===== config.mk =====
export PLATFORM = sky130hd
export DESIGN_NAME = control_sequencer
export DESIGN_NICKNAME = d
export VERILOG_FILES = /design/src/rtl/control_pkg.sv /design/src/rtl/opcode_decoder.sv /design/src/rtl/control_sequencer.sv
export SDC_FILE = /design/constraint.sdc
export NUM_CORES = 1
export LEC_CHECK = 0
export CORE_AREA = 2 2 61 63
export CTS_CLUSTER_DIAMETER = 100
export DETAILED_ROUTE_END_ITERATION = 10
export DIE_AREA = 0 0 63 65
export GPL_TIMING_DRIVEN = 0
export PLACE_DENSITY = 0.78
export SLEW_MARGIN = 10
export SYNTH_ARGS = -nofsm -noshare
export SYNTH_HDL_FRONTEND = slang
export SYNTH_SLANG_ARGS = --single-unit

===== constraint.sdc =====
create_clock -name clk -period 2.1 [get_ports clk]
set_clock_uncertainty 0.15 [all_clocks]
set_input_delay 0.42 -clock clk [delete_from_list [all_inputs] [get_ports clk]]
set_output_delay 0.42 -clock clk [all_outputs]
set_load 0.005 [all_outputs]

===== src/rtl/control_pkg.sv =====
`default_nettype none
// ============================================================================
// Module   : control_pkg
// Brief    : Shared encodings for the hardwired control sequencer: state
//            codes, instruction classes, opcode and ALU-op constants.
// Revision : 1.0
// ============================================================================
package control_pkg;

    // T-step states sit at their own T number so tstate is a direct copy.
    localparam int unsigned c_STATE_W = 4;
    localparam logic [c_STATE_W-1:0] c_ST_T0    = 4'd0;
    localparam logic [c_STATE_W-1:0] c_ST_T1    = 4'd1;
    localparam logic [c_STATE_W-1:0] c_ST_T2    = 4'd2;
    localparam logic [c_STATE_W-1:0] c_ST_T3    = 4'd3;
    localparam logic [c_STATE_W-1:0] c_ST_T4    = 4'd4;
    localparam logic [c_STATE_W-1:0] c_ST_T5    = 4'd5;
    localparam logic [c_STATE_W-1:0] c_ST_T6    = 4'd6;
    localparam logic [c_STATE_W-1:0] c_ST_T7    = 4'd7;
    localparam logic [c_STATE_W-1:0] c_ST_RESET = 4'd14;
    localparam logic [c_STATE_W-1:0] c_ST_HALT  = 4'd15;

    localparam int unsigned c_CLASS_W = 3;
    localparam logic [c_CLASS_W-1:0] c_CL_NOP   = 3'd0;
    localparam logic [c_CLASS_W-1:0] c_CL_RTYPE = 3'd1;
    localparam logic [c_CLASS_W-1:0] c_CL_IMM   = 3'd2;
    localparam logic [c_CLASS_W-1:0] c_CL_LD    = 3'd3;
    localparam logic [c_CLASS_W-1:0] c_CL_ST    = 3'd4;
    localparam logic [c_CLASS_W-1:0] c_CL_BR    = 3'd5;
    localparam logic [c_CLASS_W-1:0] c_CL_HALT  = 3'd6;

    localparam logic [4:0] c_OP_RTYPE_LO = 5'b00011;
    localparam logic [4:0] c_OP_RTYPE_HI = 5'b01011;
    localparam logic [4:0] c_OP_ADDI     = 5'b01100;
    localparam logic [4:0] c_OP_ANDI     = 5'b01101;
    localparam logic [4:0] c_OP_ORI      = 5'b01110;
    localparam logic [4:0] c_OP_LD       = 5'b01111;
    localparam logic [4:0] c_OP_ST       = 5'b10000;
    localparam logic [4:0] c_OP_BR       = 5'b10001;
    localparam logic [4:0] c_OP_HALT     = 5'b11011;

    localparam logic [4:0] c_ALU_ADD = 5'b00011;
    localparam logic [4:0] c_ALU_SUB = 5'b00100;
    localparam logic [4:0] c_ALU_AND = 5'b00101;
    localparam logic [4:0] c_ALU_OR  = 5'b00110;

endpackage
`default_nettype wire


===== src/rtl/opcode_decoder.sv =====
`default_nettype none
// ============================================================================
// Module   : opcode_decoder
// Brief    : Combinational opcode -> {instruction class, ALU function}.
// Revision : 1.0
// ============================================================================
module opcode_decoder
    import control_pkg::*;
#(
    parameter int OPCODE_W = 5
) (
    input  logic [OPCODE_W-1:0]  opcode,
    output logic [c_CLASS_W-1:0] op_class,
    output logic [OPCODE_W-1:0]  alu_op
);

    always_comb begin
        op_class = c_CL_NOP;
        alu_op   = '0;
        if (opcode >= OPCODE_W'(c_OP_RTYPE_LO) && opcode <= OPCODE_W'(c_OP_RTYPE_HI)) begin
            op_class = c_CL_RTYPE;
            alu_op   = opcode;
        end else begin
            // Address arithmetic for ld/st/br always uses ADD.
            case (opcode)
                OPCODE_W'(c_OP_ADDI): begin op_class = c_CL_IMM;  alu_op = OPCODE_W'(c_ALU_ADD); end
                OPCODE_W'(c_OP_ANDI): begin op_class = c_CL_IMM;  alu_op = OPCODE_W'(c_ALU_AND); end
                OPCODE_W'(c_OP_ORI):  begin op_class = c_CL_IMM;  alu_op = OPCODE_W'(c_ALU_OR);  end
                OPCODE_W'(c_OP_LD):   begin op_class = c_CL_LD;   alu_op = OPCODE_W'(c_ALU_ADD); end
                OPCODE_W'(c_OP_ST):   begin op_class = c_CL_ST;   alu_op = OPCODE_W'(c_ALU_ADD); end
                OPCODE_W'(c_OP_BR):   begin op_class = c_CL_BR;   alu_op = OPCODE_W'(c_ALU_ADD); end
                OPCODE_W'(c_OP_HALT): begin op_class = c_CL_HALT; end
                default: ;
            endcase
        end
    end

endmodule
`default_nettype wire


===== src/rtl/control_sequencer.sv =====
`default_nettype none
// ============================================================================
// Module   : control_sequencer
// Brief    : Hardwired T-state control unit for the single-bus datapath with
//            memory wait-state handshaking, timeout fault and stop request.
// Revision : 1.0
// ============================================================================
module control_sequencer
    import control_pkg::*;
#(
    parameter int IR_W     = 32,
    parameter int OPCODE_W = 5,
    parameter int MAX_WAIT = 15
) (
    input  logic                clk,
    input  logic                clr,
    input  logic [IR_W-1:0]     ir,
    input  logic                con_in,
    input  logic                mem_ready,
    input  logic                stop,
    output logic                PCout,
    output logic                MARin,
    output logic                IncPC,
    output logic                Zin,
    output logic                Zlowout,
    output logic                PCin,
    output logic                Read,
    output logic                MDRin,
    output logic                MDRout,
    output logic                IRin,
    output logic                Yin,
    output logic                GRA,
    output logic                GRB,
    output logic                GRC,
    output logic                Rin,
    output logic                Rout,
    output logic                Cout,
    output logic                RAM_read,
    output logic                RAM_write,
    output logic [OPCODE_W-1:0] opcode,
    output logic [3:0]          tstate,
    output logic                run,
    output logic                fault
);

    localparam int unsigned c_WAIT_W = $clog2(MAX_WAIT + 1);
    localparam logic [c_WAIT_W-1:0] c_WAIT_MAX = c_WAIT_W'(MAX_WAIT);

    logic [c_STATE_W-1:0] r_state;
    logic [c_CLASS_W-1:0] r_class;
    logic [OPCODE_W-1:0]  r_alu_op;
    logic [c_WAIT_W-1:0]  r_wait_cnt;
    logic                 r_fault;

    logic [c_CLASS_W-1:0] w_dec_class;
    logic [OPCODE_W-1:0]  w_dec_alu_op;
    logic                 w_mem_state;
    logic [c_STATE_W-1:0] w_done_state;
    logic                 w_unused_ir;

    assign w_unused_ir = ^ir[IR_W-OPCODE_W-1:0];

    opcode_decoder #(
        .OPCODE_W (OPCODE_W)
    ) u_opcode_decoder (
        .opcode   (ir[IR_W-1 -: OPCODE_W]),
        .op_class (w_dec_class),
        .alu_op   (w_dec_alu_op)
    );

    assign w_mem_state = (r_state == c_ST_T1) ||
                         (r_state == c_ST_T6 && r_class == c_CL_LD) ||
                         (r_state == c_ST_T7 && r_class == c_CL_ST);

    // Stop is only honoured at an instruction boundary.
    assign w_done_state = stop ? c_ST_HALT : c_ST_T0;

    always_ff @(posedge clk) begin
        if (clr) begin
            r_state    <= c_ST_RESET;
            r_class    <= c_CL_NOP;
            r_alu_op   <= '0;
            r_wait_cnt <= '0;
            r_fault    <= 1'b0;
        end else if (w_mem_state && !mem_ready) begin
            if (r_wait_cnt == c_WAIT_MAX) begin
                r_state    <= c_ST_HALT;
                r_fault    <= 1'b1;
                r_wait_cnt <= '0;
            end else begin
                r_wait_cnt <= r_wait_cnt + 1'b1;
            end
        end else begin
            r_wait_cnt <= '0;
            case (r_state)
                c_ST_RESET: r_state <= c_ST_T0;
                c_ST_T0:    r_state <= c_ST_T1;
                c_ST_T1:    r_state <= c_ST_T2;
                c_ST_T2: begin
                    r_class  <= w_dec_class;
                    r_alu_op <= w_dec_alu_op;
                    if (w_dec_class == c_CL_HALT)     r_state <= c_ST_HALT;
                    else if (w_dec_class == c_CL_NOP) r_state <= w_done_state;
                    else                              r_state <= c_ST_T3;
                end
                c_ST_T3: r_state <= c_ST_T4;
                c_ST_T4: r_state <= c_ST_T5;
                c_ST_T5: begin
                    if (r_class == c_CL_LD || r_class == c_CL_ST) r_state <= c_ST_T6;
                    else                                          r_state <= w_done_state;
                end
                c_ST_T6: r_state <= c_ST_T7;
                c_ST_T7: r_state <= w_done_state;
                default: r_state <= c_ST_HALT;
            endcase
        end
    end

    always_comb begin
        PCout = 1'b0;  MARin = 1'b0;  IncPC = 1'b0;  Zin = 1'b0;
        Zlowout = 1'b0; PCin = 1'b0;  Read = 1'b0;   MDRin = 1'b0;
        MDRout = 1'b0; IRin = 1'b0;   Yin = 1'b0;    GRA = 1'b0;
        GRB = 1'b0;    GRC = 1'b0;    Rin = 1'b0;    Rout = 1'b0;
        Cout = 1'b0;   RAM_read = 1'b0; RAM_write = 1'b0;
        opcode = '0;
        case (r_state)
            c_ST_T0: begin PCout = 1'b1; MARin = 1'b1; IncPC = 1'b1; Zin = 1'b1; end
            c_ST_T1: begin Zlowout = 1'b1; PCin = 1'b1; Read = 1'b1; RAM_read = 1'b1; MDRin = 1'b1; end
            c_ST_T2: begin MDRout = 1'b1; IRin = 1'b1; end
            c_ST_T3: begin
                Yin = 1'b1;
                if (r_class == c_CL_BR) PCout = 1'b1;
                else begin GRB = 1'b1; Rout = 1'b1; end
            end
            c_ST_T4: begin
                Zin    = 1'b1;
                opcode = r_alu_op;
                if (r_class == c_CL_RTYPE) begin GRC = 1'b1; Rout = 1'b1; end
                else Cout = 1'b1;
            end
            c_ST_T5: begin
                if (r_class == c_CL_LD || r_class == c_CL_ST) begin
                    Zlowout = 1'b1; MARin = 1'b1;
                end else if (r_class == c_CL_BR) begin
                    Zlowout = con_in; PCin = con_in;
                end else begin
                    Zlowout = 1'b1; GRA = 1'b1; Rin = 1'b1;
                end
            end
            c_ST_T6: begin
                MDRin = 1'b1;
                if (r_class == c_CL_LD) begin Read = 1'b1; RAM_read = 1'b1; end
                else begin GRA = 1'b1; Rout = 1'b1; end
            end
            c_ST_T7: begin
                if (r_class == c_CL_LD) begin MDRout = 1'b1; GRA = 1'b1; Rin = 1'b1; end
                else RAM_write = 1'b1;
            end
            default: ;
        endcase
    end

    assign run    = ~r_state[3];
    assign tstate = r_state[3] ? 4'hF : r_state;
    assign fault  = r_fault;

endmodule
`default_nettype wire

; Word-level counts from Yosys, hierarchy flattened
; Index checks and enable logic that the tools add are counted.
[totals]
ff_bits = 17
input_bits = 37
out_inout_bits = 30
[classes]
n_addsub = 1
order_cmp = 2
n_eq_ne = 22
muxes = 43
n_bitwise = 2
n_reduce_logical = 17
[op_table]
columns = operator, count
row1 = case mux 4 bit (9 select lines), 1
row2 = 2-to-1 mux 4 bit, 7
row3 = 2-to-1 mux 1 bit, 21
row4 = "equality test 5 x 4 -> 1 bit, second input constant", 4
row5 = "equality test 4 x 3 -> 1 bit, second input constant", 4
row6 = "equality test 5 bit, second input constant", 3
row7 = case mux 3 bit (5 select lines), 1
row8 = case mux 1 bit (2 select lines), 7
row9 = 2-to-1 mux 5 bit, 2
row10 = "equality test 3 bit, second input constant", 3
row11 = case mux 3 bit (3 select lines), 1
row12 = "equality test 4 x 2 -> 1 bit, second input constant", 2
row13 = "equality test 4 bit, second input constant", 2
row14 = case mux 1 bit (3 select lines), 2
row15 = OR reduction 3 bit, 2
row16 = ">= comparator 5 x 2 -> 1 bit, second input constant", 1
row17 = "less-or-equal comparator 5 x 4 -> 1 bit, second input constant", 1
row18 = "adder 4 x 1 -> 4 bit, second input constant", 1
row19 = "equality test 4 x 1 -> 1 bit, second input constant", 1
row20 = logical AND 1 bit, 4
row21 = zero test 4 bit, 1
row22 = AND reduction 2 bit, 2
row23 = OR reduction 2 bit, 2
row24 = OR reduction 4 bit, 1
row25 = other kinds (8), 11

; Logic depth before layout (Yosys ltp)
[depth]
word_depth = 9
mapped_depth = 6
ltp_nobuf = 5

; By module
; From an unflattened synthesis, not the netlist that was laid out.
[unflattened]
hier_cells = 192
area_unflattened_um2 = 1332.5
[modules_own_cells]
columns = mod, n_inst, cells_each, area_per_inst_um2, seq_area_each_um2
row1 = control_sequencer, 1, 163, 1129.8, 340.3
row2 = opcode_decoder, 1, 29, 202.7, 0.0

; Least setup slack after synthesis
; No wires, ideal clock.
[synth_timing]
path_type = flip-flop to output port
startpoint = register r_state[3]
endpoint = output port Rout
arrival_time_ps = 1319
setup_slack_ps = 211
stages_incl_launch_ff = 7
path_buffers = 1
path_cell_list = dfxtp_1 > clkbuf_2 > or2_4 > nor2_1 > and3_1 > nor2_1 > nand2_1
[synth_via]
elab_chain_cells = 2
elab_cells_between_ends = 4
[synth_lines]
columns = element, line
row1 = from (decl), control_sequencer.sv:49  ; logic [c_STATE_W-1:0] r_state;
row2 = from (signal assigned), control_sequencer.sv:80  ; r_state <= c_ST_RESET;
row3 = from (signal assigned), control_sequencer.sv:87  ; r_state <= c_ST_HALT;
row4 = from (signal assigned), control_sequencer.sv:96  ; c_ST_RESET: r_state <= c_ST_T0;
row5 = equality test 4 x 3 -> 1 bit / equality test 4 x 2 -> 1 bit (equally long branches), control_sequencer.sv:126  ; case (r_state)
row6 = case mux 1 bit (3 select lines) *, control_sequencer.sv:126
row7 = to (decl), control_sequencer.sv:36  ; output logic Rout,
; Mark *: on every way between the ends. The rest lies on a longest branch, timed or not.

; Worst setup path after layout
[layout_timing]
startpoint = register r_state[2]
endpoint = output port GRA
[layout_via]
elab_chain_cells = 2
elab_cells_between_ends = 4
[layout_lines]
columns = element, line
row1 = equality test 4 x 3 -> 1 bit, control_sequencer.sv:126
row2 = case mux 1 bit (3 select lines) *, control_sequencer.sv:126
row3 = to (decl), control_sequencer.sv:32  ; output logic GRA,
; Marked as above.

==> impl_metrics.yaml <==
status:
  status: "finished, violations left"
  violations: "setup timing"
cts:
  cts_root_buf: "clkbuf_4"
  htree_levels: 1
  clkSinkCount: 17
  cts_buffers: 3
  cts_tree: "yes"
  cts.path.max_buffers: 2
  clk_latency_ns: 0.28
  clkTransAtPathRegs_ns: 0.09
power:
  p_sw_uw: 654
  ir_drop_mv: 0.510
  leakage_uw: 0.000955
  combPwrFrac: 0.662
  internal_power_uw: 1130
  powerDensity_nw_per_um2: 839
  swShare: 0.367
  power_uw: 1780
  clockPowerShare: 0.094
  p_seq_frac: 0.244
timing:
  worst_slack_ns: -0.156
  worst_slew_pin_slew_ns: 0.495
  relSlewSlack: 0.670
  rsz0062_at_grt: "true"
  clock.fmax_mhz: 443
  finalCriticalPeriod_ns: 2.26
  setup_viol: 13
  holdWs_ns: 0.302
  layout_worst_path_cycle_share: 1.07
  hold_viol: 0
  final_max_slew_viol_count: 0
finish:
  drive_above_1_share: 0.452
  n_antenna_cell: 0
  synthToLayoutAreaGrowth_pct: 61.6
  nets: 280
  finalInstanceArea_sq_um: 2120
  nFillCells: 307
  fin_util: 0.608
route:
  vias_per_cell: 5.25
  ant_nets: 0
  first_iter_violations: 68
  num_vias: 1518
  post-route-drc-count: 0
  wl_mm: 4.33
  wire_per_inst_microns: 15.0
  first_pass_iters: 4
floorplanning:
  die_w_microns: 63
  start_util: 0.376
  fp.dieH_microns: 65
  fp.coreArea_sq_um: 3500
  dieArea_sq_um: 4100
  ios: 67
  fp-row-count: 22
setup_path:
  r2r_slack_ns: 0.17
  critical_path_class: "reg2out"
  reg2reg_depth: 6
  crit_required_ns: 1.53
  endpoint_kind: "output port"
  crit_path_start_kind: "flop"
  critPathMaxFanout: 3
  cp.arrival_ns: 1.69
job:
  max_cap_viol_count: 0
placed_design:
  placed_area_sq_um: 1760
  hpwl_mm: 2.59
  port_buffers: 38
  place_congestion: 0.858
synthesis:
  syn_inst: 172
  ys_types: 55
  synth_async_sr_flop_share: 0
  ys_seq_elements: 17
  ys.flop_type: "dfxtp_1"
  synth-seq-area-share: 0.259
  syn_area_sq_um: 1320
  synth_nets: 210
  syn_avg_cell_area_sq_um: 7.65
  yosys_warnings: 0
  synth_edf_count: 0
min_path:
  worstHoldPathCells: 1
  min_path_type: "reg2reg"
global_route:
  grt_pass1_vias: 1447
  grt_max_degree: 11
  track_usage: 0.210
  grt_overflow_total: 0
  grt_pass1_wl_mm: 6.77
  antenna_found_initial: 0
==> final timing paths <==
path	from	to
max reg2reg	r_state[2]	r_state[1]
min reg2reg	r_wait_cnt[0]	r_wait_cnt[0]
min	r_wait_cnt[0]	r_wait_cnt[0]
max	r_state[2]	GRA
==> power groups by stage <==
stage	clock, uW	sequential (uW)	combinational [uW]
3_3_place_gp	0	418	739
6_report	168	435	1180
2_1_floorplan	0	408	464
4_1_cts	173	424	1020
3_5_place_dp	0	419	753
5_1_grt	196	440	1270
==> flip-flops by register name, summed over array words and instances (netlist names) <==
name and count:
r_state 4, r_class 3, fault 1, r_alu_op 5, r_wait_cnt 4
==> worst max-delay path, stage by stage, from the launching register on <==
cell,delay [ns]
dfxtp_2,0.35
buf_6,0.12
buf_6,0.10
and4b_2,0.23
nand2_2,0.06
o21ai_1,0.05
a22o_1,0.25
nand2b_1,0.14
buf_2,0.12
==> layer usage <==
metal / up-vias / track usage / routed length, microns
met5: - / 0 / 0
met4: 0 / 0.0722 / 48
met3: 4 / 0.0365 / 206
met2: 53 / 0.375 / 2170
met1: 714 / 0.252 / 1900
li1: 747 / - / -
==> final cells by class <==
| class | count | area, sq um | share of cell area |
|---|---|---|---|
| timing repair buffer | 65 | 541 | 0.254 |
| tap | 48 | 60.1 | 0.0283 |
| buffer | 17 | 156 | 0.0736 |
| multi-input combinational | 132 | 953 | 0.449 |
| clock buffer | 4 | 26.3 | 0.0124 |
| sequential | 17 | 350 | 0.165 |
| inverter | 6 | 37.5 | 0.0177 |
==> synthesized netlist by cell type (3+ instances only) <==
| library cell | count | share of area |
|---|---|---|
| and3_1 | 9 | 0.043 |
| o21ai_0 | 13 | 0.049 |
| dfxtp_1 | 17 | 0.26 |
| inv_1 | 5 | 0.014 |
| nor2_1 | 12 | 0.034 |
| nor2b_1 | 4 | 0.019 |
| buf_4 | 5 | 0.029 |
| a21oi_1 | 13 | 0.049 |
| nand2_1 | 15 | 0.043 |
| nor3_1 | 5 | 0.019 |
| nand3_1 | 5 | 0.019 |
| nand3b_1 | 3 | 0.017 |
| nand2b_1 | 6 | 0.029 |
| clkbuf_1 | 6 | 0.017 |
| clkbuf_2 | 3 | 0.011 |
==> cell families after synthesis <==
group,after synthesis,synth area share
buf+inv,23,0.0980
simple gates,82,0.372
xor+xnor,3,0.0200
compound gates,46,0.242
flops,17,0.259
fa+ha+maj,1,0.00951
==> cell usage in the layout, fill, tap and decap left out, types with 3 or more instances in the layout <==
cell,netlist,routed
o21ai_0,13,8
o21ai_1,2,5
clkbuf_1,6,3
nand2b_1,6,5
dfxtp_1,17,13
nand2_1,15,13
nand2_2,2,4
buf_2,0,14
and3_4,0,3
a21oi_1,13,13
inv_1,5,3
nor3_1,5,5
nand3_1,5,5
buf_4,5,22
nor2b_1,4,3
and3_1,9,6
nor2_1,12,11
clkbuf_4,0,3
nand3b_1,3,3
clkbuf_2,3,6
clkdlybuf4s50_1,0,11
dlygate4sd2_1,0,5
buf_6,0,18
==> timing repair <==
| item | in CTS | in global routing |
|---|---|---|
| setup buffers | 24 | 4 |
| setup endpoints to repair | 29 | 25 |
| hold buffers | 0 | 0 |
| resized for setup | 136 | 29 |
| pin swaps | 14 | 7 |
==> per-stage QoR <==
step,TNS (ns),setup slack [ns],instances
2_1_floorplan,0,0.211,172
3_3_place_gp,-6.39,-0.515,258
3_5_place_dp,-6.47,-0.530,258
4_1_cts,-0.892,-0.138,286
5_1_grt,-2.07,-0.222,289
6_report,-0.906,-0.156,289
No activity file was read; power rests on OpenSTA's default activity.
